==> src/rtl/pc_unit_pkg.sv <==
// Shared control definitions for the fetch side: PC unit state encoding
// and the sequential instruction step.
package pc_unit_pkg;

    typedef enum logic [1:0] {
        BOOT = 2'd0,
        RUN  = 2'd1,
        HALT = 2'd2
    } pc_state_t;

    localparam int PC_INCREMENT = 4;

endpackage

==> src/rtl/pc_unit_next_adder.sv <==
// Combinational next-PC selection: branch target (PC + offset) or sequential
// step, both wrapping naturally at the PC width.
module pc_next_adder
    import pc_unit_pkg::*;
#(
    parameter int ADDRESS_WIDTH = 8
) (
    input  logic [ADDRESS_WIDTH-1:0] pc,
    input  logic                     pcsrc,
    input  logic [ADDRESS_WIDTH-1:0] offset,
    output logic [ADDRESS_WIDTH-1:0] next_pc
);

    always_comb begin
        if (pcsrc) begin
            next_pc = pc + offset;
        end else begin
            next_pc = pc + ADDRESS_WIDTH'(PC_INCREMENT);
        end
    end

endmodule

==> src/rtl/pc_unit.sv <==
// Program counter unit: BOOT/RUN/HALT sequencing, PC update and retired-advance
// counting. Branch-to-self halt detection is built only with PC_HALT_DETECT_EN.
module pc_unit
    import pc_unit_pkg::*;
#(
    parameter int ADDRESS_WIDTH = 8,
    parameter int DATA_WIDTH    = 32,
    parameter int RESET_PC      = 0,
    parameter int HALT_COUNT    = 4
) (
    input  logic                     clk,
    input  logic                     rst,
    input  logic                     PCsrc,
    input  logic [DATA_WIDTH-1:0]    ImmOp,
    input  logic                     fetch_ready,
    output logic [ADDRESS_WIDTH-1:0] PC,
    output logic                     pc_valid,
    output logic                     halted,
    output logic [DATA_WIDTH-1:0]    instr_count
);

    pc_state_t                state;
    pc_state_t                state_next;
    logic                     advance;
    logic [ADDRESS_WIDTH-1:0] next_pc;

    // Only the low PC-width bits of the offset can affect a wrapping PC.
    logic unused_imm_hi;
    assign unused_imm_hi = ^ImmOp[DATA_WIDTH-1:ADDRESS_WIDTH];

    pc_next_adder #(
        .ADDRESS_WIDTH(ADDRESS_WIDTH)
    ) u_next_adder (
        .pc     (PC),
        .pcsrc  (PCsrc),
        .offset (ImmOp[ADDRESS_WIDTH-1:0]),
        .next_pc(next_pc)
    );

`ifdef PC_HALT_DETECT_EN
    localparam int CW = $clog2(HALT_COUNT + 1);
    localparam logic [CW-1:0] SELF_LAST = CW'(HALT_COUNT - 1);

    logic [CW-1:0] self_cnt;
    logic          self_hit;

    assign self_hit = PCsrc && (ImmOp[ADDRESS_WIDTH-1:0] == '0);
    assign halted   = (state == HALT);

    always_ff @(posedge clk) begin
        if (rst) begin
            self_cnt <= '0;
        end else if (advance) begin
            self_cnt <= self_hit ? self_cnt + CW'(1) : '0;
        end
    end
`else
    localparam int unused_halt_count = HALT_COUNT;
    assign halted = 1'b0;
`endif

    always_ff @(posedge clk) begin
        if (rst) begin
            state       <= BOOT;
            PC          <= ADDRESS_WIDTH'(RESET_PC);
            instr_count <= '0;
        end else begin
            state <= state_next;
            if (advance) begin
                PC <= next_pc;
                if (instr_count != '1) begin
                    instr_count <= instr_count + DATA_WIDTH'(1);
                end
            end
        end
    end

    // An advance happens only while a live PC is offered and accepted.
    always_comb begin
        state_next = state;
        advance    = 1'b0;
        pc_valid   = 1'b0;
        case (state)
            BOOT: state_next = RUN;
            RUN: begin
                pc_valid = 1'b1;
                advance  = fetch_ready;
`ifdef PC_HALT_DETECT_EN
                if (fetch_ready && self_hit && (self_cnt == SELF_LAST)) begin
                    state_next = HALT;
                end
`endif
            end
            HALT:    state_next = HALT;
            default: state_next = BOOT;
        endcase
    end

endmodule

==> config.mk <==
export PLATFORM = sky130hd
export DESIGN_NAME = pc_unit
export DESIGN_NICKNAME = d
export VERILOG_FILES = /design/src/rtl/pc_unit_pkg.sv /design/src/rtl/pc_unit_next_adder.sv /design/src/rtl/pc_unit.sv
export SDC_FILE = /design/constraint.sdc
export NUM_CORES = 1
export LEC_CHECK = 0
export CAP_MARGIN = 20
export CORE_MARGIN = 4
export CORE_UTILIZATION = 46
export DETAILED_ROUTE_END_ITERATION = 16
export PLACE_DENSITY = 0.8
export SETUP_SLACK_MARGIN = 0.15
export SLEW_MARGIN = 15
export SYNTH_ARGS = -nofsm -noshare
export SYNTH_HDL_FRONTEND = slang
export SYNTH_SLANG_ARGS = --single-unit
==> constraint.sdc <==
create_clock -name clk -period 2.6 [get_ports clk]
set_input_delay 0.39 -clock clk [delete_from_list [all_inputs] [get_ports clk]]
set_output_delay 0.39 -clock clk [all_outputs]
set_load 0.05 [all_outputs]
==> results of run 1 <==
## critical path, cell delays in order (launching register included)
cell and delay (ns):
dfxtp_1 0.44, and4_4 0.29, nand4_4 0.12, o41ai_4 0.78
buf_4 0.29, nor3_2 0.05, xnor2_1 0.12, nor2_1 0.05
## cells by family after synthesis
| family | Yosys count | synth area share [%] |
|---|---|---|
| simple gates | 118 | 30.08 |
| compound gates | 49 | 13.00 |
| flops | 42 | 35.22 |
| xor+xnor | 29 | 10.64 |
| buf+inv | 17 | 3.197 |
| fa+ha+maj | 10 | 5.556 |
| mux | 5 | 2.149 |
| other cells | 1 | 0.1571 |
## metrics by stage
stage | area (um2) | hold WS [ns] | setup slack, ns
after CTS | 3127 | 0.4771 | 0.3502
after floorplan | 2387 | 0.4239 | 0.3215
final | 3127 | 0.4774 | 0.3445
after global placement | 2984 | 0.4380 | 0.1133
after global routing | 3127 | 0.5132 | 0.1695
after detailed placement | 2984 | 0.4495 | 0.08127
## state kept, by name, summed over array words and instances, names as in the netlist
register	flops
instr_count	32
PC	8
state	2
## Yosys cell counts, types with 3 or more instances
cell type / n / area, um2
nor4_4: 3 / 63.81
xor2_1: 12 / 105.1
nor3_1: 7 / 35.03
clkbuf_1: 8 / 30.03
nor3_2: 5 / 50.05
o21ai_1: 4 / 20.02
inv_1: 5 / 18.77
dfxtp_1: 42 / 840.8
a21oi_1: 18 / 90.09
nor2_1: 37 / 138.9
nand2_1: 16 / 60.06
and4_1: 4 / 35.03
ha_1: 9 / 112.6
or3_1: 8 / 50.05
nor4_1: 3 / 18.77
nand4_1: 4 / 25.02
o21ai_0: 9 / 45.04
mux2i_1: 4 / 40.04
nand3_1: 11 / 55.05
xnor2_1: 17 / 148.9
a31oi_1: 5 / 31.28
## cells in the final DEF, fill, tap and decap left out, drive strengths merged, types with 3 or more instances in the layout
cell / n
a21oi: 18
a31oi: 5
and4: 6
buf: 5
clkbuf: 6
clkdlybuf4s50: 52
dfxtp: 42
ha: 9
inv: 5
mux2i: 4
nand2: 16
nand3: 11
nand4: 7
nor2: 37
nor3: 12
nor3b: 3
nor4: 6
o21ai: 14
or3: 9
xnor2: 17
xor2: 12
## routing by layer
layer	global-route usage (%)	share of wire [%]	up-vias
li1	-	-	1072
met1	23.91	46	1009
met2	32.62	49	42
met3	3.612	3.6	8
met4	4.899	1.2	0
met5	0	0	-
## report_power, final
group | internal (uW) | switching, uW
clock network | 410 | 232
registers | 652 | 13.3
logic | 70.8 | 98.0
total | 1130 | 343
## worst max-delay path by stage
stage                            startpoint                            to  slack, ns  depth (start not counted)
2_1_floorplan   instr_count[0]$_SDFFE_PP0P_   instr_count[7]$_SDFFE_PP0P_       0.32                          7
3_3_place_gp                       ImmOp[1]            PC[7]$_SDFFE_PP0P_       0.11                          8
3_5_place_dp                       ImmOp[1]            PC[7]$_SDFFE_PP0P_       0.08                          8
4_1_cts        instr_count[13]$_SDFFE_PP0P_  instr_count[29]$_SDFFE_PP0P_       0.35                          7
5_1_grt        instr_count[27]$_SDFFE_PP0P_  instr_count[27]$_SDFFE_PP0P_       0.17                          6
6_report       instr_count[13]$_SDFFE_PP0P_  instr_count[29]$_SDFFE_PP0P_       0.34                          7
## final cells by class
| cell class | count | share of cell area, % |
|---|---|---|
| inverter | 5 | 0.6002 |
| clock inverter | 2 | 1.921 |
| sequential | 42 | 26.89 |
| multi-input combinational | 212 | 47.02 |
| tap | 67 | 2.681 |
| timing repair buffer | 57 | 18.25 |
| clock buffer | 6 | 2.641 |
==> flow_summary.toml, run 1 <==
[timing]
worst_pin_slew_ns = 0.7897
setup_viol = 0
final_max_slew_viol_count = 0
fmax_ghz = 0.4434
period_minus_slack_ns = 2.256
fin_crit_sh_pct = 86.75
skew_ns = 0.003997
maxSlewHeadroom_pct = 47.17
setup-tns-final_ns = 0
finalHoldViolCount = 0
rsz0062_at_grt = "false"

[global_routing]
grt_overflow = 0
grt_max_degree = 28
track_usage_pct = 18.87
grt_pass1_vias = 2135
antenna_found_initial = 0
grt_first_pass_wirelength_mm = 9.853

[finish]
fill_cells = 445
post_route_cells_drive_above_1_share_pct = 9.568
area_delta_synth_final_pct = 30.97
diodes = 0
fin_cells = 391
multi_input_area_um2 = 1470
regArea_um2 = 840.8
nets = 369
fin_util_pct = 64.08

[critical_path]
worstSetupPathType = "reg -> reg"
ff2ff_setup_slack_ns = 0.34
r2r_start = "instr_count[13]$_SDFFE_PP0P_"
critPathMaxFanout = 11
reg2reg_depth = 7
end_kind = "flip-flop"
rr_endpoint = "instr_count[29]$_SDFFE_PP0P_"
crit_arrival_ns = 2.45
critPathRequiredTime_ns = 2.80
critPathLaunchType = "flip-flop"

[min_path]
min_path_cells = 1
hp-start = "state[0]$_SDFFE_PP0N_"
min_path_type = "reg -> reg"
min_to = "state[1]$_SDFFE_PP0N_"

[status]
status = "completed"

[die]
start_util_pct = 48.92
rows = 25
die_h_um = 80.04
io_pins = 78
die_area_um2 = 6406
die_x_um = 80.04
coreArea_um2 = 4880

[synthesis]
syn_nets = 317
synth-seq-area-share_pct = 35.22
ys_ff_latch = 42
synthesis.area_um2 = 2387
ys.flop_type = "dfxtp_1"
async_flop_share_pct = 0
syn_avg_cell_area_um2 = 8.809
syn-instance-count = 271
synth_cell_types = 50
synth_edf_count = 0
yosys_warnings = 0

[clock_network]
cts_max_path_buffers = 2
cts_tree = "done"
postCtsSetupRepairBufs = 0
numCtsBuffers = 5
htree_levels = 2
cts.clk_slew.worst_paths_ns = 0.08
clock_latency_ns = 0.30
hold_buffers = 0
ctsRootBufferMaster = "clkbuf_8"
cts_resized = 0
cts_sinks = 42

[detailed_routing]
dr_total_vias = 2131
dr.pass1.iters = 4
ant_nets = 0
drc = 0
totalWireLength_mm = 5.615
vias_per_cell = 5.450
wire_per_inst_um = 14.36
drt-initial-drc-count = 140

[pwr]
cellLeakagePower_uw = 0.001104
power_density_nw_per_um2 = 471.9
power_uw = 1476
vdd_ir_drop_max_v = 0.0002996

[placed_design]
hpwl_mm = 4.034
port_buffers = 52
place_inst = 383
gp_congestion = 0.8030

[run]
maxCapViolCount = 0
No activity file was read; power rests on OpenSTA's default activity.
==> run 2: changes to the inputs <==
Settings changed: CTS_CLUSTER_DIAMETER from default to 30.
Clock period 2.6 ns to 2.5 ns, I/O delays scaled along.
==> run 2 against run 1 <==
Against the previous run:
- register-to-register slack worse by 0.05 ns
- count of clock-buffer cells in the layout increased by 1
- clock power is 30% lower
- sequential power grew 3.9%
- first-iteration DRC count decreased by 15%
- worst setup slack worse by 0.19 ns
- final cell count grew 3.8%
- hold slack got worse by 0.016 ns
- design area is 1.6% higher
- via count rose by 3.2%
- critical path depth up 2
- critical endpoint is now instr_count[31]$_SDFFE_PP0P_
- largest cell class unchanged
==> flow_summary.toml, run 2 (same netlist as run 1, synthesis figures left out) <==
[timing]
fin_crit_sh_pct = 93.69
skew_ns = 0.005389
worst_pin_slew_ns = 0.5071
fmax_ghz = 0.4269
rsz0062_at_grt = "true"
whs_ns = 0.4610
finalHoldViolCount = 0
maxSlewHeadroom_pct = 66.09
period_minus_slack_ns = 2.342
final_max_slew_viol_count = 0
setup_viol = 0
setup-tns-final_ns = 0

[global_routing]
met2_usage_pct = 32.53
grt_overflow = 0
track_usage_pct = 18.68
grt_max_degree = 23
grt_pass1_vias = 2119
grt-busiest-layer = "met2"
grt_first_pass_wirelength_mm = 9.618
grt_use_met3_pct = 3.725
antenna_found_initial = 0
use_met1_pct = 22.94

[detailed_routing]
dr_total_vias = 2199
ant_nets = 0
dr.pass1.iters = 4
drt-initial-drc-count = 119
wire_per_inst_um = 14.03
drc = 0
vias_per_cell = 5.416
totalWireLength_mm = 5.695

[clock_network]
htree_levels = 2
cts.clk_slew.worst_paths_ns = 0.08
numCtsBuffers = 5
ctsRootBufferMaster = "clkbuf_8"
clock_latency_ns = 0.29
hold_buffers = 0
cts_sinks = 42
cts_tree = "done"
cts_max_path_buffers = 2

[critical_path]
cpMostUsedCell = "buf_4"
worstSetupPathType = "in -> reg"
slowest_delay_ns = 0.52
critPathMaxFanout = 8
critPathRequiredTime_ns = 2.68
end_kind = "flip-flop"
crit_arrival_ns = 2.52
critPathLaunchType = "primary input"
cpMaxStageDelayCell = "clkdlybuf4s50_1"
crit_chain = "clkdlybuf4s50_1 -> nand3b_1 -> nor4_4 -> o41ai_4 -> buf_4 -> buf_4 -> nor4_1 -> xnor2_1 -> nor2_1"

[finish]
top_register = "instr_count"
area_delta_synth_final_pct = 33.02
diodes = 0
final_cell_mix = "clkdlybuf4s50_1 (52), dfxtp_1 (42), nor2_1 (37)"
final_common_cell = "clkdlybuf4s50_1"
post_route_cells_drive_above_1_share_pct = 13.27
reg_top3 = "instr_count (32), PC (8), state (2)"
nets = 384
largest_register_ff_count = 32

[die]
rows = 25
coreArea_um2 = 4880
io_pins = 78
start_util_pct = 48.92
die_x_um = 80.04
die_h_um = 80.04
die_area_um2 = 6406

[pwr]
vdd_ir_drop_max_v = 0.0003869
swShare_pct = 25.97
power_uw = 1319
p_int_uw = 976.8
switchingPower_uw = 342.6
power_density_nw_per_um2 = 415.5
comb_power_share_pct = 13.4
power_frac_clock_pct = 34.2
p_seq_share_pct = 52.4
cellLeakagePower_uw = 0.001150

[status]
status = "completed"

[placed_design]
port_buffers = 52
gp_congestion = 0.8041
hpwl_mm = 4.106

[min_path]
min_path_type = "reg -> reg"

[run]
maxCapViolCount = 0
==> run 2: final timing paths <==
path	from	end	slack (ns)	depth (start not counted)
max	fetch_ready	instr_count[31]$_SDFFE_PP0P_	0.16	9
min	state[1]$_SDFFE_PP0N_	state[0]$_SDFFE_PP0N_	0.46	1
max reg2reg	instr_count[2]$_SDFFE_PP0P_	instr_count[31]$_SDFFE_PP0P_	0.29	8
min reg2reg	state[1]$_SDFFE_PP0N_	state[0]$_SDFFE_PP0N_	0.46	1
==> run 2: power by group through the flow <==
stage	Clock, uW	Sequential [uW]	Combinational (uW)
floorplan	0	735	88.6
global placement	0	707	175
detailed placement	0	707	177
CTS	463	691	179
global route	490	694	193
finish	451	691	177
==> run 2: area by class of cell <==
cell class / instances / area [um2]
Sequential cell: 42 / 840.8
Timing Repair Buffer: 72 / 670.6
Clock inverter: 1 / 5.005
Multi-Input combinational cell: 212 / 1470
Fill cell: 429 / 1704
Tap cell: 67 / 83.83
Inverter: 5 / 18.77
Clock buffer: 7 / 86.33
==> run 2: stage by stage <==
step           cells  util [%]  instance area [um2]  worst slack [ns]
6_report         406     65.08                 3176            0.1578
2_1_floorplan    271         -                 2387            0.2215
5_1_grt          406     65.08                 3176            0.1245
4_1_cts          401     64.31                 3138            0.2529
3_3_place_gp     393     62.44                 3047           0.06392
3_5_place_dp     393     62.44                 3047           0.02662
==> run 2: metal layers <==
metal	share of wire [%]	up-vias
met4	1.3	0
met3	4.5	7
met5	0	-
met1	44	1035
met2	50	54
li1	-	1103
==> run 2: critical path: cells and delay by family <==
family,cells,cell delay (ns)
AND/OR/NAND/NOR,4,0.98
buffers and inverters,3,0.85
XOR/XNOR,1,0.18
AO/OA/AOI/OAI,1,0.13
==> run 2: timing repair <==
item / CTS / global route
setup buffers: 0 / 5
endpoints found under the setup margin: 0 / 1
gates resized for setup: 0 / 0
==> run 3: changes to the inputs <==
Settings changed: CORE_UTILIZATION 46 to 48, CTS_BUF_LIST from default to sky130_fd_sc_hd__clkbuf_4 sky130_fd_sc_hd__clkbuf_8, PLACE_DENSITY 0.8 to 0.83.
==> run 3 against run 2 <==
Against the previous run:
- flip-flop and latch count stayed put
- final cell count fell by 2.7%
- hold slack gained 0.0081 ns
- utilization decreased by 0.55 points
- clock skew grew 0.0011 ns
- non-clock buffer count shrank 10
- design area is 2.8% lower
- count of clock-buffer cells in the layout decreased by 2
- critical path type unchanged
==> flow_summary.toml, run 3 (same netlist as run 1, synthesis figures left out) <==
[die]
die_h_um = 78.53
start_util_pct = 49.88
die_area_um2 = 6166
io_pins = 78
die_x_um = 78.53
coreArea_um2 = 4786
rows = 25

[finish]
diodes = 0
reg_top3 = "instr_count (32), PC (8), state (2)"
regArea_um2 = 840.8
fill_cells = 420
final_common_cell = "clkdlybuf4s50_1"
largest_register_ff_count = 32
top_register = "instr_count"
final_cell_mix = "clkdlybuf4s50_1 (52), dfxtp_1 (42), nor2_1 (37)"
nets = 374
area_delta_synth_final_pct = 29.35
multi_input_area_um2 = 1470
post_route_cells_drive_above_1_share_pct = 10.67

[detailed_routing]
wire_per_inst_um = 13.77
vias_per_cell = 5.420
ant_nets = 0
dr_total_vias = 2141
drc = 0
drt-initial-drc-count = 103
totalWireLength_mm = 5.438
dr.pass1.iters = 4

[clock_network]
cts_tree = "done"
cts.clk_slew.worst_paths_ns = 0.08
cts_sinks = 42
cts_resized = 0
numCtsBuffers = 5
cts_max_path_buffers = 2
hold_buffers = 0
ctsRootBufferMaster = "clkbuf_8"
postCtsSetupRepairBufs = 0
clock_latency_ns = 0.30
htree_levels = 2

[pwr]
cellLeakagePower_uw = 0.001095
power_frac_clock_pct = 32.7
power_density_nw_per_um2 = 416.9
swShare_pct = 27.01
switchingPower_uw = 347.6
p_int_uw = 939.6
p_seq_share_pct = 53.7
comb_power_share_pct = 13.6
vdd_ir_drop_max_v = 0.0002921

[critical_path]
worstSetupPathType = "in -> reg"
end_kind = "flip-flop"
critPathMaxFanout = 8
critPathLaunchType = "primary input"
critPathRequiredTime_ns = 2.66
crit_arrival_ns = 2.32

[timing]
fmax_ghz = 0.4620
fin_crit_sh_pct = 86.57
worst_pin_slew_ns = 0.7607
setup-tns-final_ns = 0
skew_ns = 0.006472
setup_viol = 0
finalHoldViolCount = 0
final_max_slew_viol_count = 0
maxSlewHeadroom_pct = 49.12
layout_setup_ws_ns = 0.3357
rsz0062_at_grt = "false"
period_minus_slack_ns = 2.164

[global_routing]
grt_first_pass_wirelength_mm = 9.563
antenna_found_initial = 0
grt_overflow = 0
grt_max_degree = 19
grt_pass1_vias = 2174
track_usage_pct = 18.97

[min_path]
min_path_type = "reg -> reg"

[placed_design]
dp_slack_ns = 0.04868
gp_congestion = 0.8184
port_buffers = 52
hpwl_mm = 4.010

[run]
maxCapViolCount = 0

[status]
status = "completed"
## run 3: cell count changes in the layout (fill, tap and decap cells not counted), sizes merged
| cell | change |
|---|---|
| buf | -10 |
| clkbuf | -2 |
| clkinv | +1 |
## run 3: cell type report
cell class	count	area share, %
multi-input cells	212	47.61
flip-flops and latches	42	27.23
repair buffers	62	19.29
well taps	67	2.715
clock buffers	5	2.229
inverters	5	0.6078
clock inverters	2	0.3241
## run 3: worst paths after layout
kind                                             startpoint                      endpoint  slack (ns)  cells after the start
worst max-delay path                            fetch_ready  instr_count[31]$_SDFFE_PP0P_        0.34                      8
worst min-delay path                  state[0]$_SDFFE_PP0N_         state[1]$_SDFFE_PP0N_        0.47                      1
worst max register to register  instr_count[0]$_SDFFE_PP0P_   instr_count[7]$_SDFFE_PP0P_        0.35                      7
worst min register to register        state[0]$_SDFFE_PP0N_         state[1]$_SDFFE_PP0N_        0.47                      1
## run 3: power groups by stage
| stage | registers [uW] | clock network (uW) | logic [uW] |
|---|---|---|---|
| 2_1_floorplan | 735 | 0 | 88.6 |
| 3_3_place_gp | 707 | 0 | 172 |
| 3_5_place_dp | 707 | 0 | 174 |
| 4_1_cts | 691 | 436 | 176 |
| 5_1_grt | 694 | 460 | 191 |
| 6_report | 691 | 421 | 175 |
## run 3: critical path, stage by stage
cell             delay [ns]
clkdlybuf4s50_1        0.53
nand3b_1               0.17
nor4_4                 0.35
o41ai_4                0.12
buf_4                  0.18
nor4_1                 0.36
xnor2_1                0.17
nor2_1                 0.06
## run 3: layer usage
metal,GRT usage (%),up-vias,share of wire (%)
met2,32.94,44,49
met5,0,-,0
met4,5.769,0,1.2
li1,-,1083,-
met3,4.472,5,4.5
met1,23.08,1009,45
## run 3: metrics by stage
step	util [%]	hold slack [ns]	total power, uW	cells	area, um2
6_report	64.52	0.4691	1287	395	3088
5_1_grt	64.52	0.5029	1345	395	3088
4_1_cts	64.05	0.4734	1303	392	3065
3_5_place_dp	62.41	0.4444	881.7	385	2987
3_3_place_gp	62.41	0.4391	878.9	385	2987
2_1_floorplan	-	0.4239	823.9	271	2387
